File: config.mk
export PLATFORM = sky130hd
export DESIGN_NAME = framebuffer_write_port_flat
export DESIGN_NICKNAME = d
export VERILOG_FILES = /design/src/rtl/framebuffer_write_port_if.sv /design/src/rtl/framebuffer_write_port.sv /design/src/flat_wrapper.sv
export SDC_FILE = /design/constraint.sdc
export NUM_CORES = 1
export LEC_CHECK = 0
export CORE_UTILIZATION = 55
export DETAILED_ROUTE_END_ITERATION = 7
export PLACE_DENSITY = 0.85
export SYNTH_ARGS = -nofsm -noshare
export SYNTH_HDL_FRONTEND = slang
export SYNTH_SLANG_ARGS = --single-unit
File: constraint.sdc
create_clock -name clk -period 3.5 [get_ports clk]
set_clock_uncertainty 0.15 [all_clocks]
set_input_delay 0.7 -clock clk [delete_from_list [all_inputs] [get_ports clk]]
set_output_delay 0.7 -clock clk [all_outputs]
set_load 0.03 [all_outputs]
File: src/rtl/framebuffer_write_port_if.sv
// rtl/framebuffer_write_port_if.sv - framebuffer RAM write port bundle
interface framebuffer_write_port_if #(
    parameter int ADDR_BITS = 12
);
    logic                 mem_we;
    logic [ADDR_BITS-1:0] mem_addr;
    logic [7:0]           mem_data;
    logic                 mem_bank;
    logic                 mem_ready;

    modport master (
        output mem_we,
        output mem_addr,
        output mem_data,
        output mem_bank,
        input  mem_ready
    );

    modport slave (
        input  mem_we,
        input  mem_addr,
        input  mem_data,
        input  mem_bank,
        output mem_ready
    );
endinterface

File: src/rtl/framebuffer_write_port.sv
// rtl/framebuffer_write_port.sv - buffered framebuffer byte writer with double-buffered banks
module framebuffer_write_port #(
    parameter int PIXEL_HEIGHT    = 32,
    parameter int PIXEL_WIDTH     = 64,
    parameter int BYTES_PER_PIXEL = 2,
    parameter int FIFO_DEPTH      = 4,
    localparam int FRAME_BYTES    = PIXEL_HEIGHT * PIXEL_WIDTH * BYTES_PER_PIXEL,
    localparam int ADDR_BITS      = $clog2(FRAME_BYTES),
    localparam int ROW_BITS       = $clog2(PIXEL_HEIGHT),
    localparam int COL_BITS       = $clog2(PIXEL_WIDTH),
    localparam int PIX_BITS       = $clog2(BYTES_PER_PIXEL)
) (
    input  logic                clk,
    input  logic                reset,
    input  logic [ROW_BITS-1:0] row,
    input  logic [COL_BITS-1:0] column,
    input  logic [PIX_BITS-1:0] pixel,
    input  logic [7:0]          data_in,
    input  logic                ram_write_enable,
    input  logic                ram_access_start,
    framebuffer_write_port_if.master mem,
    output logic                display_bank,
    output logic                frame_active,
    output logic                frame_swapped,
    output logic                short_frame,
    output logic                overflow
);
    localparam int PTR_BITS = $clog2(FIFO_DEPTH);
    localparam int CNT_BITS = ADDR_BITS + 1;

    typedef enum logic {IDLE, ACTIVE} state_t;

    logic                 prev_toggle;
    logic                 wr_event;
    logic                 valid1;
    logic [ROW_BITS-1:0]  row1;
    logic [COL_BITS-1:0]  col1;
    logic [PIX_BITS-1:0]  pix1;
    logic [7:0]           data1;
    logic [ADDR_BITS-1:0] lin_addr;
    logic                 valid2;
    logic [ADDR_BITS-1:0] addr2;
    logic                 last2;
    logic [7:0]           data2;

    logic [ADDR_BITS-1:0] fifo_addr [FIFO_DEPTH];
    logic                 fifo_last [FIFO_DEPTH];
    logic [7:0]           fifo_data [FIFO_DEPTH];
    logic [PTR_BITS-1:0]  wr_ptr;
    logic [PTR_BITS-1:0]  rd_ptr;
    logic [PTR_BITS:0]    count;
    logic                 full;
    logic                 empty;
    logic                 pop;
    logic                 push_ok;

    state_t               state;
    logic [CNT_BITS-1:0]  byte_cnt;
    logic [CNT_BITS-1:0]  cnt_next;
    logic                 write_bank;

    assign wr_event = (ram_access_start != prev_toggle) && ram_write_enable;

    // Modular arithmetic at ADDR_BITS equals the full-width result truncated.
    assign lin_addr = (ADDR_BITS'(row1) * ADDR_BITS'(PIXEL_WIDTH) + ADDR_BITS'(col1))
                      * ADDR_BITS'(BYTES_PER_PIXEL) + ADDR_BITS'(pix1);

    assign full    = (count == (PTR_BITS+1)'(FIFO_DEPTH));
    assign empty   = (count == '0);
    assign pop     = !empty && mem.mem_ready;
    assign push_ok = valid2 && (!full || pop);

    assign mem.mem_we   = !empty;
    assign mem.mem_addr = empty ? '0 : fifo_addr[rd_ptr];
    assign mem.mem_data = empty ? '0 : fifo_data[rd_ptr];
    assign mem.mem_bank = write_bank;
    assign display_bank = ~write_bank;

    always_ff @(posedge clk) begin
        if (reset) begin
            prev_toggle <= 1'b0;
            valid1      <= 1'b0;
            row1        <= '0;
            col1        <= '0;
            pix1        <= '0;
            data1       <= '0;
            valid2      <= 1'b0;
            addr2       <= '0;
            last2       <= 1'b0;
            data2       <= '0;
            wr_ptr      <= '0;
            rd_ptr      <= '0;
            count       <= '0;
            overflow    <= 1'b0;
        end else begin
            prev_toggle <= ram_access_start;
            valid1      <= wr_event;
            if (wr_event) begin
                row1  <= row;
                col1  <= column;
                pix1  <= pixel;
                data1 <= data_in;
            end
            valid2 <= valid1;
            if (valid1) begin
                addr2 <= lin_addr;
                // Upstream writes each frame in descending order, so address 0 closes it.
                last2 <= (lin_addr == '0);
                data2 <= data1;
            end
            if (push_ok) begin
                fifo_addr[wr_ptr] <= addr2;
                fifo_last[wr_ptr] <= last2;
                fifo_data[wr_ptr] <= data2;
                wr_ptr            <= wr_ptr + PTR_BITS'(1);
            end
            if (pop) begin
                rd_ptr <= rd_ptr + PTR_BITS'(1);
            end
            if (push_ok && !pop) begin
                count <= count + (PTR_BITS+1)'(1);
            end else if (!push_ok && pop) begin
                count <= count - (PTR_BITS+1)'(1);
            end
            if (valid2 && full && !pop) begin
                overflow <= 1'b1;
            end
        end
    end

    assign cnt_next = (state == IDLE) ? CNT_BITS'(1) : byte_cnt + CNT_BITS'(1);

    // The closing entry still lands in the old bank; the flip applies from the next pop.
    always_ff @(posedge clk) begin
        if (reset) begin
            state         <= IDLE;
            byte_cnt      <= '0;
            write_bank    <= 1'b0;
            frame_active  <= 1'b0;
            frame_swapped <= 1'b0;
            short_frame   <= 1'b0;
        end else begin
            frame_swapped <= 1'b0;
            short_frame   <= 1'b0;
            if (pop) begin
                if (fifo_last[rd_ptr]) begin
                    if (cnt_next == CNT_BITS'(FRAME_BYTES)) begin
                        write_bank    <= ~write_bank;
                        frame_swapped <= 1'b1;
                    end else begin
                        short_frame <= 1'b1;
                    end
                    state        <= IDLE;
                    byte_cnt     <= '0;
                    frame_active <= 1'b0;
                end else begin
                    state        <= ACTIVE;
                    byte_cnt     <= cnt_next;
                    frame_active <= 1'b1;
                end
            end
        end
    end
endmodule
File: src/flat_wrapper.sv
// flat-port wrapper written by rule: the top's interface ports become plain ports
module framebuffer_write_port_flat 
#(
    parameter int PIXEL_HEIGHT    = 32,
    parameter int PIXEL_WIDTH     = 64,
    parameter int BYTES_PER_PIXEL = 2,
    parameter int FIFO_DEPTH      = 4,
    localparam int FRAME_BYTES    = PIXEL_HEIGHT * PIXEL_WIDTH * BYTES_PER_PIXEL,
    localparam int ADDR_BITS      = $clog2(FRAME_BYTES),
    localparam int ROW_BITS       = $clog2(PIXEL_HEIGHT),
    localparam int COL_BITS       = $clog2(PIXEL_WIDTH),
    localparam int PIX_BITS       = $clog2(BYTES_PER_PIXEL)
)
  (clk, reset, row, column, pixel, data_in, ram_write_enable, ram_access_start, display_bank, frame_active, frame_swapped, short_frame, overflow, mem_mem_we, mem_mem_addr, mem_mem_data, mem_mem_bank, mem_mem_ready);
  framebuffer_write_port_if mem_i ();
  input  logic clk;
  input  logic reset;
  input  logic [ROW_BITS-1:0] row;
  input  logic [COL_BITS-1:0] column;
  input  logic [PIX_BITS-1:0] pixel;
  input  logic [7:0] data_in;
  input  logic ram_write_enable;
  input  logic ram_access_start;
  output logic display_bank;
  output logic frame_active;
  output logic frame_swapped;
  output logic short_frame;
  output logic overflow;
  output wire logic [$bits(mem_i.mem_we)-1:0] mem_mem_we;
  output wire logic [$bits(mem_i.mem_addr)-1:0] mem_mem_addr;
  output wire logic [$bits(mem_i.mem_data)-1:0] mem_mem_data;
  output wire logic [$bits(mem_i.mem_bank)-1:0] mem_mem_bank;
  input wire logic [$bits(mem_i.mem_ready)-1:0] mem_mem_ready;
  assign mem_mem_we = mem_i.mem_we;
  assign mem_mem_addr = mem_i.mem_addr;
  assign mem_mem_data = mem_i.mem_data;
  assign mem_mem_bank = mem_i.mem_bank;
  assign mem_i.mem_ready = mem_mem_ready;
  framebuffer_write_port #(.PIXEL_HEIGHT(PIXEL_HEIGHT), .PIXEL_WIDTH(PIXEL_WIDTH), .BYTES_PER_PIXEL(BYTES_PER_PIXEL), .FIFO_DEPTH(FIFO_DEPTH)) u_core (.clk(clk), .reset(reset), .row(row), .column(column), .pixel(pixel), .data_in(data_in), .ram_write_enable(ram_write_enable), .ram_access_start(ram_access_start), .mem(mem_i), .display_bank(display_bank), .frame_active(frame_active), .frame_swapped(frame_swapped), .short_frame(short_frame), .overflow(overflow));
endmodule
[After elaboration in Yosys (flattened, before gate mapping)]
Memory sizes are Yosys's and may differ from the RTL's. A register that Yosys moved wholly into a read port is not among the register bits.
Index checks and enable logic that the tools add are counted.
Cells by class
  equal/unequal tests: 3
  reductions and logical operators: 17
  bitwise logic cells: 3
  muxes and demuxes: 18
  add/sub/neg operators: 7
Operators with widths (number)
  $mux W13: 2
  $add A13 B1 Y13 const B: 1
  $eq A13 B13 Y1 const B: 1
  $add A12 B1 Y12: 1
  $logic_not A12 Y1: 1
  $mux W12: 1
  $mux W2: 6
  $add A11 B6 Y11: 1
  $mux W8: 1
  $logic_and A1 B1 Y1: 7
  $mux W1: 6
  $mux W3: 2
  $add A2 B1 Y2 const B: 2
  $logic_not A1 Y1: 4
  $add A3 B1 Y3 const B: 1
  $eq A3 B3 Y1 const B: 1
  $logic_not A3 Y1: 1
  $not A1 Y1: 3
  $reduce_and A3 Y1: 1
  $reduce_or A3 Y1: 1
  $sub A3 B1 Y3 const B: 1
  $reduce_bool A2 Y1: 1
  $logic_or A1 B1 Y1: 1
  $ne A1 B1 Y1: 1
Storage, ports and cells
  word-level logic and storage cells: 70
  RAM bits: 84
  input port bits: 25
  flip-flop bits (word level): 69
  memories: 3
  output and inout port bits: 27
Memories
  u_core.fifo_addr: depth 4, bits a word 12, rd ports 1, clocked after Yosys merged registers in 1, write ports 1, RTL line framebuffer_write_port.sv:46  | logic [ADDR_BITS-1:0] fifo_addr [FIFO_DEPTH];
  u_core.fifo_data: depth 4, bits a word 8, rd ports 1, clocked after Yosys merged registers in 1, write ports 1, RTL line framebuffer_write_port.sv:48  | logic [7:0] fifo_data [FIFO_DEPTH];
  u_core.fifo_last: depth 4, bits a word 1, rd ports 1, clocked after Yosys merged registers in 1, write ports 1, RTL line framebuffer_write_port.sv:47  | logic fifo_last [FIFO_DEPTH];

[Longest topological paths before layout]
Gate-level depths: netlist of the first run.
  depth after elaboration: 9
  depth in mapped cells: 11
  gate-level depth less buffers: 9

[Least setup slack after synthesis of the first run]
OpenSTA, ideal clock, no wires.
  path type: reg2reg
  start point: reg u_core.count[0]
  end point: reg u_core.count[2]
  path slack: 828 ps
  clock period less this slack: 2672 ps
  buffers on the path: 2
  arrival time: 2451 ps
  data required time: 3280 ps
  setup time: 70 ps
  stages on the path, launching flop included: 12
  cells stage by stage: dfxtp_1 -> or3_1 -> and2_1 -> buf_2 -> inv_1 -> buf_2 -> ha_1 -> inv_1 -> fa_1 -> xor2_1 -> or3_1 -> a21oi_1
On the way
  cells in the longest elaborated chain, start to end: 8
  elaborated cells on any way between the ends: 16
  classes of those cells: add/sub: 2; eq/ne: 1; mux: 2; reduce/logical: 11
Ends and longest elaborated chain
  from (decl): RTL line framebuffer_write_port.sv:51  | logic [PTR_BITS:0] count;
  from (signal assigned): RTL line framebuffer_write_port.sv:121  | count <= count + (PTR_BITS+1)'(1);
  from (signal assigned): RTL line framebuffer_write_port.sv:123  | count <= count - (PTR_BITS+1)'(1);
  branches (longest 8 deep; another with $sub A3 B1 Y3)
Parallel ways; which one is timed is not known. The select of a mux whose other input is x is not followed.
A chain may end at the register's enable or synchronous reset.

==> impl_metrics.tcl, run 1 <==
set metrics [dict create \
    grt_antenna_before_repair 0 \
    ir_worst_vdd_mv 0.360 \
    ctsHoldBuffers 0 \
    synth_top_family_by_area "multiplexers" \
    setup_ws_ns 0.248 \
    synthAdderAreaFrac_pct 1.53 \
    drive_gt1_share_pct 12.8 \
    synthXorXnorAreaFrac_pct 1.13 \
    ios 52 \
    critPathMaxFanout 15 \
    synth_mux_area_share_pct 14.2 \
    grt_pass1_vias 3928 \
    numCtsBuffers 17 \
    grt_max_degree 70 \
    switching_power_mw 1.34 \
    fmax_mhz 307 \
    ys_seq_elements 155 \
    worstSkewPairLatency_ns 0.42 \
    setup_tns_ns 0 \
    crit_type "flip-flop to output port" \
    multi_input_area_um2 2130 \
    cp-end-kind "output port" \
    wire_per_inst_um 17.9 \
    syn_to_final_growth_pct 20.2 \
    crit_slowest_cell "clkdlybuf4s50_1" \
    cts_max_level 4 \
    wl_mm 12.0 \
    regArea_um2 3940 \
    synthArstFlopShare_pct 0 \
    dpl_worst_slack_ns 0.390 \
    period_share_pct 92.9 \
    fp.coreArea_um2 10900 \
    fin_nets 550 \
    synth_top_area_cell "edfxtp_1" \
    cts_resized 0 \
    die_h_um 108 \
    avgSynthCellArea_um2 13.5 \
    status "finished clean" \
    p_per_area_nw_per_um2 653 \
    max_slew_margin_pct 32.8 \
    die_x_um 108 \
    drt-initial-drc-count 238 \
    drv_slew 0 \
    antenna_cells 0 \
    ys_warn_count 0 \
    tightest_slew_ns 1.01 \
    dr.pass1.iters 5 \
    port_buffers 51 \
    rsz0062_at_grt "no" \
    ctsRootBufferMaster "clkbuf_16" \
    clkTransAtPathRegs_ns 0.06 \
    critPathRequiredTime_ns 2.65 \
    ant_nets 0 \
    slowest_delay_ns 0.58 \
    drcViolationCount 0 \
    post-cts-setup-buffers 0 \
    hold_path.class "flip-flop to flip-flop" \
    p_int_mw 3.54 \
    die-area_um2 11700 \
    vias_per_cell 5.72 \
    cts_tree "built" \
    grt_use_total_pct 22.9 \
    finalSetupViolCount 0 \
    clkSinkCount 155 \
    clk_path_buf_depth 2 \
    comb_power_share_pct 21.8 \
    syn_area_um2 6210 \
    ys_types 44 \
    clock_power_share_pct 36.8 \
    start_util_pct 56.8 \
    fin_total_pwr_mw 4.88 \
    ys_seq_area_share_pct 63.5 \
    period_needed_ns 3.25 \
    p_seq_share_pct 41.4 \
    grt_first_pass_wirelength_mm 19.6 \
    hold_viol_final 0 \
    rows 38 \
    worstSetupStartpointType "flip-flop" \
    dr_total_vias 3837 \
    synth-simple-area-share_pct 13.1 \
    synth.area.top_cells "edfxtp_1, dfxtp_1, mux4_2" \
    synth_edf_count 84 \
    synth_top_area_share_pct 40.6 \
    maxCapViolCount 0 \
    swShare_pct 27.4 \
    synth_nets 494 \
    syn_inst 462 \
    gp_congestion 0.846 \
    place_hpwl_mm 7.18 \
    critical_path.cell_chain "buf_4 -> mux4_2 -> and2_1 -> clkdlybuf4s50_1" \
    power.static_leakage_nw 2.63 \
    synth_flop_cell "edfxtp_1" \
    synth_compound_area_share_pct 4.35 \
    critPathArrivalTime_ns 2.40 \
    globalRoute.totalOverflow 0 \
    fillers 756 \
]
[kinds of logic after synthesis]
family,Yosys count
flip-flops,155
AND/OR/NAND/NOR,154
multiplexers,62
AO/OA/AOI/OAI,43
buffers and inverters,33
XOR/XNOR,8
adder cells (fa/ha/maj),7
[state kept, by name (all words and copies together), names as in the netlist, 2 cells and up, named ones only]
register / cells
u_core.row1: 5
u_core.count: 3
u_core.col1: 6
u_core.wr_ptr: 2
u_core.rd_ptr: 2
u_core.fifo_data: 32
u_core.fifo_last: 4
u_core.byte_cnt: 13
u_core.fifo_addr: 48
u_core.data1: 8
u_core.addr2: 12
u_core.data2: 8
[final timing paths]
| check | startpoint | endpoint | slack (ns) | cells past startpoint |
|---|---|---|---|---|
| worst max-delay path | flip-flop | mem_mem_data[1] | 0.25 | 4 |
| worst min register to register | u_core.overflow | u_core.overflow | 0.33 | 2 |
| worst min-delay path | u_core.overflow | u_core.overflow | 0.33 | 2 |
| worst max register to register | u_core.count[0] | u_core.count[2] | 0.65 | 9 |
[synthesized netlist by cell type, drive strengths merged, types with 2 or more instances]
cell	number
mux2i	41
inv	7
ha	6
nor2b	2
a2111oi	2
nor3	4
and2	30
edfxtp	84
nor3b	3
or3	10
a21oi	23
xor2	4
nor2	60
buf	15
mux4	21
a311oi	2
nand2	16
nand3	5
nor4	5
and3	2
and4	3
nand4	5
nand2b	6
clkbuf	11
o21ai	11
dfxtp	71
xnor2	4
[worst max-delay path, delay by kind of cell (launching register included)]
| family | cells | cell delay (ns) |
|---|---|---|
| buffers and inverters | 2 | 0.90 |
| flip-flops | 1 | 0.35 |
| multiplexers | 1 | 0.57 |
| AND/OR/NAND/NOR | 1 | 0.17 |
[power groups by stage]
stage               Clock [mW]  Sequential [mW]  Combinational [mW]
finish                    1.80             2.02                1.06
global route              1.90             2.02                1.14
CTS                       1.82             2.02                1.08
detailed placement           0             2.05                1.07
global placement             0             2.05                1.06
floorplan                    0             2.05               0.671
[placed cells by master, fill, tap and decap left out, types with 5 or more instances in the layout]
master,n
a21oi_1,23
edfxtp_1,84
nor2_1,59
nor4_1,5
clkbuf_16,17
dfxtp_1,71
mux4_2,21
mux2i_1,41
and2_1,30
buf_4,11
inv_1,7
ha_1,6
nand3_1,5
nand2_1,16
nand2b_1,6
or3_1,9
o21ai_0,11
clkinvlp_4,6
clkdlybuf4s50_1,50
[area by class of cell]
cell class | count | share of cell area (%)
inverter | 7 | 0.352
timing repair buffer | 63 | 8.14
sequential | 155 | 52.8
multi-input combinational | 274 | 28.5
tap | 140 | 2.35
clock buffer | 19 | 5.80
clock inverter | 13 | 2.03
[through the flow]
stage | utilization [%] | hold slack, ns | std cells | area [µm²]
CTS | 68.3 | 0.335 | 671 | 7470
finish | 68.3 | 0.330 | 671 | 7470
detailed placement | 63.0 | 0.312 | 639 | 6880
global route | 68.3 | 0.357 | 671 | 7470
floorplan | - | 0.308 | 462 | 6210
global placement | 63.0 | 0.320 | 639 | 6880
[layer usage]
| layer | global-route usage [%] | wire length, µm | up-vias |
|---|---|---|---|
| met5 | 0 | 0 | - |
| met2 | 39.6 | 6350 | 117 |
| li1 | - | - | 1806 |
| met4 | 9.56 | 173 | 0 |
| met1 | 27.6 | 4930 | 1895 |
| met3 | 5.36 | 586 | 19 |
Note: power is estimated with default switching activity, not from simulation.
==> run 2: changes to the inputs <==
--- a/config.mk
+++ b/config.mk
@@ -6,6 +6,7 @@
 export NUM_CORES = 1
 export LEC_CHECK = 0
 export CORE_UTILIZATION = 55
+export CTS_CLUSTER_SIZE = 30
 export DETAILED_ROUTE_END_ITERATION = 7
 export PLACE_DENSITY = 0.85
 export SYNTH_ARGS = -nofsm -noshare
==> results of run 2 <==
The final DEF is identical to that of run 1; final timing and power are the same.
